File: config.mk
export PLATFORM = sky130hd
export DESIGN_NAME = logic_arbiter
export DESIGN_NICKNAME = d
export VERILOG_FILES = /design/src/rtl/logic_arbiter_pkg.sv /design/src/rtl/logic_arbiter_alu.sv /design/src/rtl/logic_arbiter.sv
export SDC_FILE = /design/constraint.sdc
export NUM_CORES = 1
export LEC_CHECK = 0
export BUFFER_PORTS_ARGS = -buffer_cell sky130_fd_sc_hd__buf_2
export CELL_PAD_IN_SITES_DETAIL_PLACEMENT = 0
export CELL_PAD_IN_SITES_GLOBAL_PLACEMENT = 1
export CORE_MARGIN = 3
export CORE_UTILIZATION = 35
export DETAILED_ROUTE_END_ITERATION = 8
export PLACE_DENSITY = 0.81
export SLEW_MARGIN = 20
export SYNTH_ARGS = -nofsm -noshare
export SYNTH_HDL_FRONTEND = slang
export SYNTH_SLANG_ARGS = --single-unit
File: constraint.sdc
create_clock -name clk -period 3.9 [get_ports clk]
set_input_delay 0.585 -clock clk [delete_from_list [all_inputs] [get_ports clk]]
set_output_delay 0.585 -clock clk [all_outputs]
set_load 0.01 [all_outputs]
File: src/rtl/logic_arbiter_pkg.sv
// logic_arbiter_pkg: shared widths and op encodings for logic_arbiter.
// DATA_W comes from `REG_WIDTH (default 32).
`ifndef REG_WIDTH
`define REG_WIDTH 32
`endif
package logic_arbiter_pkg;
    localparam int REG_W         = `REG_WIDTH;
    localparam int LOGIC_OP_W    = 3;
    localparam int NUM_LOGIC_OPS = 5;
    typedef enum logic [LOGIC_OP_W-1:0] {
        ALU_AND = 3'b000,
        ALU_OR  = 3'b001,
        ALU_NOR = 3'b010,
        ALU_XOR = 3'b011,
        ALU_SLT = 3'b100
    } logic_op_e;
    function automatic logic op_legal(input logic [LOGIC_OP_W-1:0] op);
        return op <= ALU_SLT;
    endfunction
endpackage

File: src/rtl/logic_arbiter_alu.sv
// logic_arbiter_alu: combinational AND/OR/NOR/XOR/unsigned-SLT unit; illegal ops yield 0.
module logic_arbiter_alu
    import logic_arbiter_pkg::*;
#(
    parameter int DATA_W = REG_W
) (
    input  logic [DATA_W-1:0]     a,
    input  logic [DATA_W-1:0]     b,
    input  logic [LOGIC_OP_W-1:0] op,
    output logic [DATA_W-1:0]     result
);
    always_comb begin
        result = op == ALU_AND ? a & b :
                 op == ALU_OR  ? a | b :
                 op == ALU_NOR ? ~(a | b) :
                 op == ALU_XOR ? a ^ b :
                 op == ALU_SLT ? {{(DATA_W-1){1'b0}}, a < b} : '0;
    end
endmodule

File: src/rtl/logic_arbiter.sv
// logic_arbiter: round-robin sharing of one logic unit between two requesters, one registered result stage.
// Optional LOGIC_ARB_ERR_EN adds rsp_err flagging results of illegal ops.
module logic_arbiter
    import logic_arbiter_pkg::*;
#(
    parameter int DATA_W = REG_W,
    parameter int TAG_W  = 4
) (
    input  logic                  clk,
    input  logic                  rst,
    input  logic                  req0_valid,
    output logic                  req0_ready,
    input  logic [DATA_W-1:0]     req0_a,
    input  logic [DATA_W-1:0]     req0_b,
    input  logic [LOGIC_OP_W-1:0] req0_op,
    input  logic [TAG_W-1:0]      req0_tag,
    input  logic                  req1_valid,
    output logic                  req1_ready,
    input  logic [DATA_W-1:0]     req1_a,
    input  logic [DATA_W-1:0]     req1_b,
    input  logic [LOGIC_OP_W-1:0] req1_op,
    input  logic [TAG_W-1:0]      req1_tag,
    output logic                  rsp_valid,
    input  logic                  rsp_ready,
    output logic [DATA_W-1:0]     rsp_result,
    output logic                  rsp_src,
    output logic [TAG_W-1:0]      rsp_tag
`ifdef LOGIC_ARB_ERR_EN
    ,
    output logic                  rsp_err
`endif
);
    logic                  last_grant;
    logic                  grant0;
    logic                  grant1;
    logic                  can_load;
    logic                  accept;
    logic [DATA_W-1:0]     a;
    logic [DATA_W-1:0]     b;
    logic [DATA_W-1:0]     result;
    logic [LOGIC_OP_W-1:0] op;
    logic [TAG_W-1:0]      tag;
    // Grant depends on valids only; last_grant moves on accept so a stalled grant holds.
    always_comb begin
        grant0     = req0_valid & (~req1_valid | last_grant);
        grant1     = req1_valid & (~req0_valid | ~last_grant);
        can_load   = ~rsp_valid | rsp_ready;
        req0_ready = grant0 & can_load;
        req1_ready = grant1 & can_load;
        accept     = (req0_valid & req0_ready) | (req1_valid & req1_ready);
        a          = grant1 ? req1_a : req0_a;
        b          = grant1 ? req1_b : req0_b;
        op         = grant1 ? req1_op : req0_op;
        tag        = grant1 ? req1_tag : req0_tag;
    end
    logic_arbiter_alu #(.DATA_W(DATA_W)) u_alu (
        .a      (a),
        .b      (b),
        .op     (op),
        .result (result)
    );
    always_ff @(posedge clk) begin
        if (rst) begin
            rsp_valid  <= 1'b0;
            rsp_result <= '0;
            rsp_src    <= 1'b0;
            rsp_tag    <= '0;
            last_grant <= 1'b1;
        end else if (accept) begin
            rsp_valid  <= 1'b1;
            rsp_result <= result;
            rsp_src    <= grant1;
            rsp_tag    <= tag;
            last_grant <= grant1;
        end else if (rsp_ready) begin
            rsp_valid  <= 1'b0;
        end
    end
`ifdef LOGIC_ARB_ERR_EN
    always_ff @(posedge clk) begin
        if (rst)
            rsp_err <= 1'b0;
        else if (accept)
            rsp_err <= ~op_legal(op);
    end
`endif
endmodule
==> metrics.log, run 1 <==
INFO  metric crit_start = req0_valid
INFO  metric setup_total_negative_slack = 0 ns
INFO  metric clock_latency = 0.29 ns
INFO  metric global_route.usage.total = slightly below 20%
INFO  metric syn-instance-count = 685
INFO  metric hold_buffers = 0
INFO  metric final_net_count = 1081
INFO  metric globalplace.congestion = 0.805
INFO  metric outcome = complete, no violations
INFO  metric route.vias.total = 5258
INFO  metric pre_cts_slack = about 0.47 ns
INFO  metric total_cts_buffers = 5
INFO  metric die_h = 125 um
INFO  metric pin_count_of_the_biggest_net_entering_global_routing = 67
INFO  metric ioPinCount = between 150 and 200
INFO  metric post_cts_resized = 0
INFO  metric floorplan.die_area = around 16000 um2
INFO  metric tritoncts_clock_tree = yes
INFO  metric finalHoldViolations = 0
INFO  metric critical_path.startpoint_type = primary input
INFO  metric cts.repair_timing.setup_buffer_count = 0
INFO  metric dominantRegCellSynth = sky130_fd_sc_hd__dfxtp_1
INFO  metric synth_cell_types = 50
INFO  metric met2_routed_wl = 7.49 mm
INFO  metric antenna_violating_nets_post_route = 0
INFO  metric wirelength = 15.9 mm
INFO  metric reg2reg_depth = 10
INFO  metric syn_to_final_growth = 24.6%
INFO  metric n_fill_cell = between 1000 and 1500
INFO  metric core.rowCount = 42
INFO  metric hold_path_startpoint = rsp_result[14]$_SDFFE_PP0P_
INFO  metric worst_hold_path.num_cells = 2
INFO  metric crit_required = slightly above 4 ns
INFO  metric whs = between 0.4 and 0.5 ns
INFO  metric hold_class = reg2reg
INFO  metric clk_transition_reported_paths = 0.06 ns
INFO  metric globalRouteOverflowTotal = 0
INFO  metric ctsRootBufferMaster = sky130_fd_sc_hd__clkbuf_16
INFO  metric drt-vias-per-instance = 5.12
INFO  metric drt-pass1-iter-count = 6
INFO  metric synth.top_cells.by_count = 150 x sky130_fd_sc_hd__nand2_1, 84 x sky130_fd_sc_hd__ha_1, 73 x sky130_fd_sc_hd__a21oi_1
INFO  metric core-area = 13600 um2
INFO  metric grt_pass1_wl = approximately 26 mm
INFO  metric synth.avg_cell_area = 7.24 um2
INFO  metric synthArstFlopShare = 0%
INFO  metric post-dp-hpwl = 12.2 mm
INFO  metric wire_length_on_met1 = between 7 and 8 mm
INFO  metric detail_route.wl_per_cell = approximately 16 um
INFO  metric share_of_the_clock_period_used_by_the_worst_path = 79.9%
INFO  metric setup_viol_count_final = 0
INFO  metric max_transition_viols_final = 0
INFO  metric htree_levels = 2
INFO  metric initial_utilization = roughly 37%
INFO  metric power.ir.vdd_worst = between 0.1 and 0.15 mV
INFO  metric worst_margin_pin_slew = 0.772 ns
INFO  metric endpoint_of_the_worst_slack_reg_to_reg_timing_path = rsp_result[0]$_SDFFE_PP0P_
INFO  metric post_route_setup_slack = slightly below 0.8 ns
INFO  metric post_synth_instance_area = between 4000 and 5000 um2
INFO  metric top_signal_layer_used = met4
INFO  metric rrSetupSlack = 0.80 ns
INFO  metric clock_sinks = 39
INFO  metric die_w = roughly 130 um
INFO  metric synth.yosys.warnings = 0
INFO  metric first_global_vias = 5068
INFO  metric path_type_of_the_worst_setup_path = in2reg
INFO  metric grt_setup_unrepaired = no
INFO  metric io_buffer_count = about 190
INFO  metric clock_skew = 0.00273 ns
INFO  metric cts_max_path_buffers = 2
INFO  metric layout.core_utilization = 45.6%
INFO  metric grt_antenna_before_repair = 1
INFO  metric dpl_cell_area = ~6100 um2
INFO  metric maxCapViolations = 0
INFO  metric drcViolationCount = 0
INFO  metric synth_enable_flop_cells = 0
INFO  metric worst-endpoint-arrival = approximately 3.3 ns
INFO  metric synth.yosys.seq_area_share = 15.7%
INFO  metric slew_headroom = 48.5%
INFO  metric r2r_start = last_grant$_SDFFE_PP1P_
INFO  metric yosys.cell_count.top_type = sky130_fd_sc_hd__nand2_1
INFO  metric ys_ff_latch = 39
INFO  metric critical_path_peak_fanout = 19
INFO  metric synth_fp_nets = 916
INFO  metric worst_hold_path.endpoint = rsp_result[14]$_SDFFE_PP0P_
INFO  metric drive_above_1_share = 25.3%
INFO  metric yosysTopAreaCellShare = 21.2%
INFO  metric finish.instance_area = 6180 um2
INFO  metric timing.final.crit_period = approximately 3.1 ns
INFO  metric first_iter_violations = 290
INFO  metric met3RoutedLength = 887 um
INFO  metric synth_top_cells_by_area = sky130_fd_sc_hd__ha_1 21%, sky130_fd_sc_hd__dfxtp_1 16%, sky130_fd_sc_hd__nand2_1 11%, sky130_fd_sc_hd__a21oi_1 7.4%, sky130_fd_sc_hd__mux2i_1 7.3%
INFO  metric p_per_area = about 270 nW/um2
INFO  metric maxClockFrequency = 321 MHz
INFO  metric synth_top_area_cell = sky130_fd_sc_hd__ha_1
INFO  metric cellLeakagePower = roughly 3.3 nW
INFO  metric crit_path_end_kind = flop
-- placed cells by master, fill, tap and decap left out, types with 2 or more instances in the layout --
master	count
sky130_fd_sc_hd__a211o_1	3
sky130_fd_sc_hd__a211oi_1	26
sky130_fd_sc_hd__a21o_1	2
sky130_fd_sc_hd__a21oi_1	73
sky130_fd_sc_hd__a22o_1	6
sky130_fd_sc_hd__a22oi_1	2
sky130_fd_sc_hd__a311oi_1	4
sky130_fd_sc_hd__a31oi_1	4
sky130_fd_sc_hd__a32o_1	10
sky130_fd_sc_hd__buf_12	2
sky130_fd_sc_hd__buf_2	186
sky130_fd_sc_hd__buf_4	9
sky130_fd_sc_hd__clkbuf_16	5
sky130_fd_sc_hd__dfxtp_1	39
sky130_fd_sc_hd__ha_1	84
sky130_fd_sc_hd__inv_1	62
sky130_fd_sc_hd__mux2_2	2
sky130_fd_sc_hd__mux2i_1	36
sky130_fd_sc_hd__mux2i_4	2
sky130_fd_sc_hd__nand2_1	150
sky130_fd_sc_hd__nand2b_1	5
sky130_fd_sc_hd__nand3b_1	5
sky130_fd_sc_hd__nand4b_1	2
sky130_fd_sc_hd__nor2_1	35
sky130_fd_sc_hd__nor3_1	15
sky130_fd_sc_hd__nor4b_1	2
sky130_fd_sc_hd__o2111ai_1	3
sky130_fd_sc_hd__o211ai_1	32
sky130_fd_sc_hd__o21ai_0	15
sky130_fd_sc_hd__o21ai_1	3
sky130_fd_sc_hd__o21bai_1	2
sky130_fd_sc_hd__o31ai_1	2
-- per-stage QoR --
stage	instances	power, mW
after floorplan	685	0.994
after global placement	1019	1.26
after detailed placement	1019	1.26
after CTS	1025	1.68
after global routing	1026	1.79
final	1026	1.66
-- per-layer routing --
layer | GRT usage, % | vias up
li1 | - | 2743
met1 | 26.2 | 2344
met2 | 33.8 | 161
met3 | 2.60 | 10
met4 | 4.46 | 0
met5 | 0 | -
-- sequential cells by signal, indices dropped and copies added, names as in the netlist --
register and flops:
rsp_result 32, rsp_src 1, rsp_valid 1, last_grant 1, rsp_tag 4
-- worst max-delay path: stages --
cell and delay [ns]:
sky130_fd_sc_hd__buf_2 0.15, sky130_fd_sc_hd__a21bo_4 0.37, sky130_fd_sc_hd__mux2i_1 0.34, sky130_fd_sc_hd__ha_1 0.33, sky130_fd_sc_hd__or4b_2 0.68, sky130_fd_sc_hd__nor2_1 0.16, sky130_fd_sc_hd__o2111ai_1 0.14, sky130_fd_sc_hd__o2111ai_1 0.15
sky130_fd_sc_hd__nand3_1 0.10, sky130_fd_sc_hd__a31oi_1 0.21, sky130_fd_sc_hd__a31oi_1 0.06
-- cell families (layout without fill, tap and decap cells) --
group,count (synthesis),after routing,share of synthesized area (%)
AO/OA/AOI/OAI,196,196,26.2
adder cells (fa/ha/maj),84,84,21.2
multiplexers,42,42,9.38
AND/OR/NAND/NOR,223,223,18.9
flip-flops,39,39,15.7
other,0,1,0
buffers and inverters,101,265,8.55
-- power breakdown --
group / leakage (nW) / total [mW] / internal, mW / switching, mW
Combinational: 2.94 / 0.797 / 0.332 / 0.465
Sequential: 0.320 / 0.454 / 0.435 / 0.0192
Clock: 0.0628 / 0.406 / 0.231 / 0.175
Total: 3.33 / 1.66 / 0.998 / 0.659
-- how the worst max path moves through the flow --
stage,end,slack (ns),cells after the start
finish,rsp_result[0]$_SDFFE_PP0P_,0.78,11
global route,rsp_result[0]$_SDFFE_PP0P_,0.50,12
CTS,rsp_result[0]$_SDFFE_PP0P_,0.78,10
detailed placement,rsp_result[0]$_SDFFE_PP0P_,0.47,11
global placement,rsp_result[0]$_SDFFE_PP0P_,0.54,9
floorplan,rsp_result[0]$_SDFFE_PP0P_,0.31,14
-- cell type report --
class,count,area (um2),share of cell area [%]
multi-input combinational,545,3780,61.1
sequential,39,781,12.6
timing repair buffer,197,1040,16.8
tap,176,220,3.56
clock buffer,6,129,2.08
inverter,62,233,3.76
antenna,1,2.50,0.0405
Note: power is estimated with default switching activity, not from simulation.
==> run 2, diff against run 1 <==
- clock period: 3.9 -> 3.2 ns (I/O delays scaled with it)
==> metrics.log, run 2 (synthesized netlist as in run 1, its figures left out) <==
INFO  metric p_per_area = ~350 nW/um2
INFO  metric io_buffer_count = roughly 190
INFO  metric cts_max_path_buffers = 2
INFO  metric drcViolationCount = 0
INFO  metric core.rowCount = 42
INFO  metric final_common_cell = sky130_fd_sc_hd__buf_2
INFO  metric design_power = about 2.2 mW
INFO  metric finalHoldViolations = 0
INFO  metric cts.repair_timing.setup_buffer_count = 0
INFO  metric drt-vias-per-instance = 5.15
INFO  metric grt_pass1_wl = between 20 and 30 mm
INFO  metric outcome = complete, no violations
INFO  metric syn_to_final_growth = 27.4%
INFO  metric crit_path_end_kind = flop
INFO  metric crit_slowest_cell = sky130_fd_sc_hd__dfxtp_1
INFO  metric clk_transition_reported_paths = 0.07 ns
INFO  metric die_w = 125 um
INFO  metric ctsRootBufferMaster = sky130_fd_sc_hd__clkbuf_16
INFO  metric first_global_vias = between 5000 and 6000
INFO  metric antenna_violating_nets_post_route = 0
INFO  metric reg.largest.list = rsp_result: 32 flops, rsp_tag: 4 flops
INFO  metric clock_sinks = 39
INFO  metric final_net_count = 1088
INFO  metric cp_slowest_stage_delay = 0.43 ns
INFO  metric total_cts_buffers = 5
INFO  metric hold_buffers = 0
INFO  metric global_route.usage.total = between 20 and 25%
INFO  metric timing.final.crit_period = 2.93 ns
INFO  metric globalRouteOverflowTotal = 0
INFO  metric globalplace.congestion = just over 0.8
INFO  metric floorplan.die_area = 15600 um2
INFO  metric htree_levels = 2
INFO  metric grt_setup_unrepaired = no
INFO  metric groute.layer.met1.usage = 27.2%
INFO  metric ioPinCount = 187
INFO  metric grtUsageMet2 = 34.0%
INFO  metric max_transition_viols_final = 0
INFO  metric drt-pass1-iter-count = 4
INFO  metric largest_register = rsp_result
INFO  metric initial_utilization = 36.6%
INFO  metric cellLeakagePower = 3.39 nW
INFO  metric met3_usage_in_global_routing = 3.03%
INFO  metric post_route_setup_slack = 0.268 ns
INFO  metric maxCapViolations = 0
INFO  metric worst_margin_pin_slew = roughly 0.52 ns
INFO  metric hold_class = reg2reg
INFO  metric path_type_of_the_worst_setup_path = reg2reg
INFO  metric max_ffs_per_register = 32
INFO  metric critical_path.startpoint_type = flop
INFO  metric worst_path_cell_chain = a21bo_4 > buf_12 > mux2i_1 > ha_1 > a21oi_1 > o31ai_1 > o311ai_0 > a21oi_1 > o21bai_1 > a31oi_1 > a31oi_1
INFO  metric pin_count_of_the_biggest_net_entering_global_routing = 47
INFO  metric route.vias.total = 5329
INFO  metric critical_path_peak_fanout = 42
INFO  metric setup_total_negative_slack = 0 ns
INFO  metric setup_viol_count_final = 0
INFO  metric core-area = 13600 um2
INFO  metric drive_above_1_share = 26.3%
INFO  metric crit_required = around 3.4 ns
INFO  metric die_h = 125 um
INFO  metric multiInputGateArea = approximately 3800 um2
INFO  metric slew_headroom = 65.2%
INFO  metric grt_busiest_layer = met2
INFO  metric worst-endpoint-arrival = 3.15 ns
INFO  metric seqCellArea = ~800 um2
INFO  metric n_fill_cell = about 1400
INFO  metric wirelength = 16.2 mm
INFO  metric post-dp-hpwl = roughly 13 mm
INFO  metric grt_antenna_before_repair = 0
INFO  metric n_antenna_cell = 0
INFO  metric post_cts_resized = 0
INFO  metric share_of_the_clock_period_used_by_the_worst_path = 91.6%
INFO  metric clock_latency = slightly below 0.3 ns
INFO  metric most-common-layout-cells = 186 x sky130_fd_sc_hd__buf_2, 150 x sky130_fd_sc_hd__nand2_1, 84 x sky130_fd_sc_hd__ha_1
INFO  metric detail_route.wl_per_cell = 15.7 um
INFO  metric pre_cts_slack = 0.0696 ns
INFO  metric clock_skew = 0.00633 ns
INFO  metric first_iter_violations = 313
INFO  metric tritoncts_clock_tree = yes
INFO  metric maxClockFrequency = 341 MHz
INFO  metric power.ir.vdd_worst = approximately 0.17 mV
==> run 2: changes by cell type in the layout (fill, tap and decap cells not counted), sizes merged <==
cell	delta
buf	+7
bufinv	+2
diode	-1
==> run 2: critical path: cells and delay by family, from the launching register on <==
family          cells  cell delay [ns]
compound gates      8             1.46
fa+ha+maj           1             0.32
buf+inv             1             0.31
flops               1             0.43
mux                 1             0.32
==> run 2: layout make-up <==
cell class,count,area share [%]
Clock inverter,2,0.950
Multi-Input combinational cell,545,60.0
Inverter,62,3.68
Timing Repair Buffer,204,17.5
Tap cell,176,3.48
Sequential cell,39,12.4
Clock buffer,6,2.04
==> run 2: path summary, 6_finish.rpt <==
kind / depth (start not counted) / start / end / slack (ns)
hold / removal: 2 / rsp_result[19]$_SDFFE_PP0P_ / rsp_result[19]$_SDFFE_PP0P_ / 0.43
setup reg to reg: 11 / last_grant$_SDFFE_PP1P_ / rsp_result[0]$_SDFFE_PP0P_ / 0.27
hold reg to reg: 2 / rsp_result[19]$_SDFFE_PP0P_ / rsp_result[19]$_SDFFE_PP0P_ / 0.43
setup / recovery: 11 / last_grant$_SDFFE_PP1P_ / rsp_result[0]$_SDFFE_PP0P_ / 0.27
==> run 2: layer usage <==
metal | routed length (um) | part of all wire [%]
met3 | 883 | 5.4
met4 | 216 | 1.3
met1 | 7670 | 47
met5 | 0 | 0
met2 | 7450 | 46
==> run 2: metrics by stage <==
| stage | util, % | cell area [um2] | hold slack (ns) | std cells |
|---|---|---|---|---|
| after global placement | 45.2 | 6130 | 0.422 | 1026 |
| after floorplan | - | 5010 | 0.463 | 685 |
| final | 46.6 | 6320 | 0.433 | 1034 |
| after CTS | 46.6 | 6320 | 0.438 | 1034 |
| after detailed placement | 45.2 | 6130 | 0.429 | 1026 |
| after global routing | 46.6 | 6320 | 0.458 | 1034 |
==> run 2: power breakdown <==
part | switching (mW) | internal, mW | leakage, nW
Clock | 0.221 | 0.448 | 0.0911
Combinational | 0.574 | 0.418 | 2.98
Sequential | 0.0235 | 0.530 | 0.320
Total | 0.818 | 1.40 | 3.39
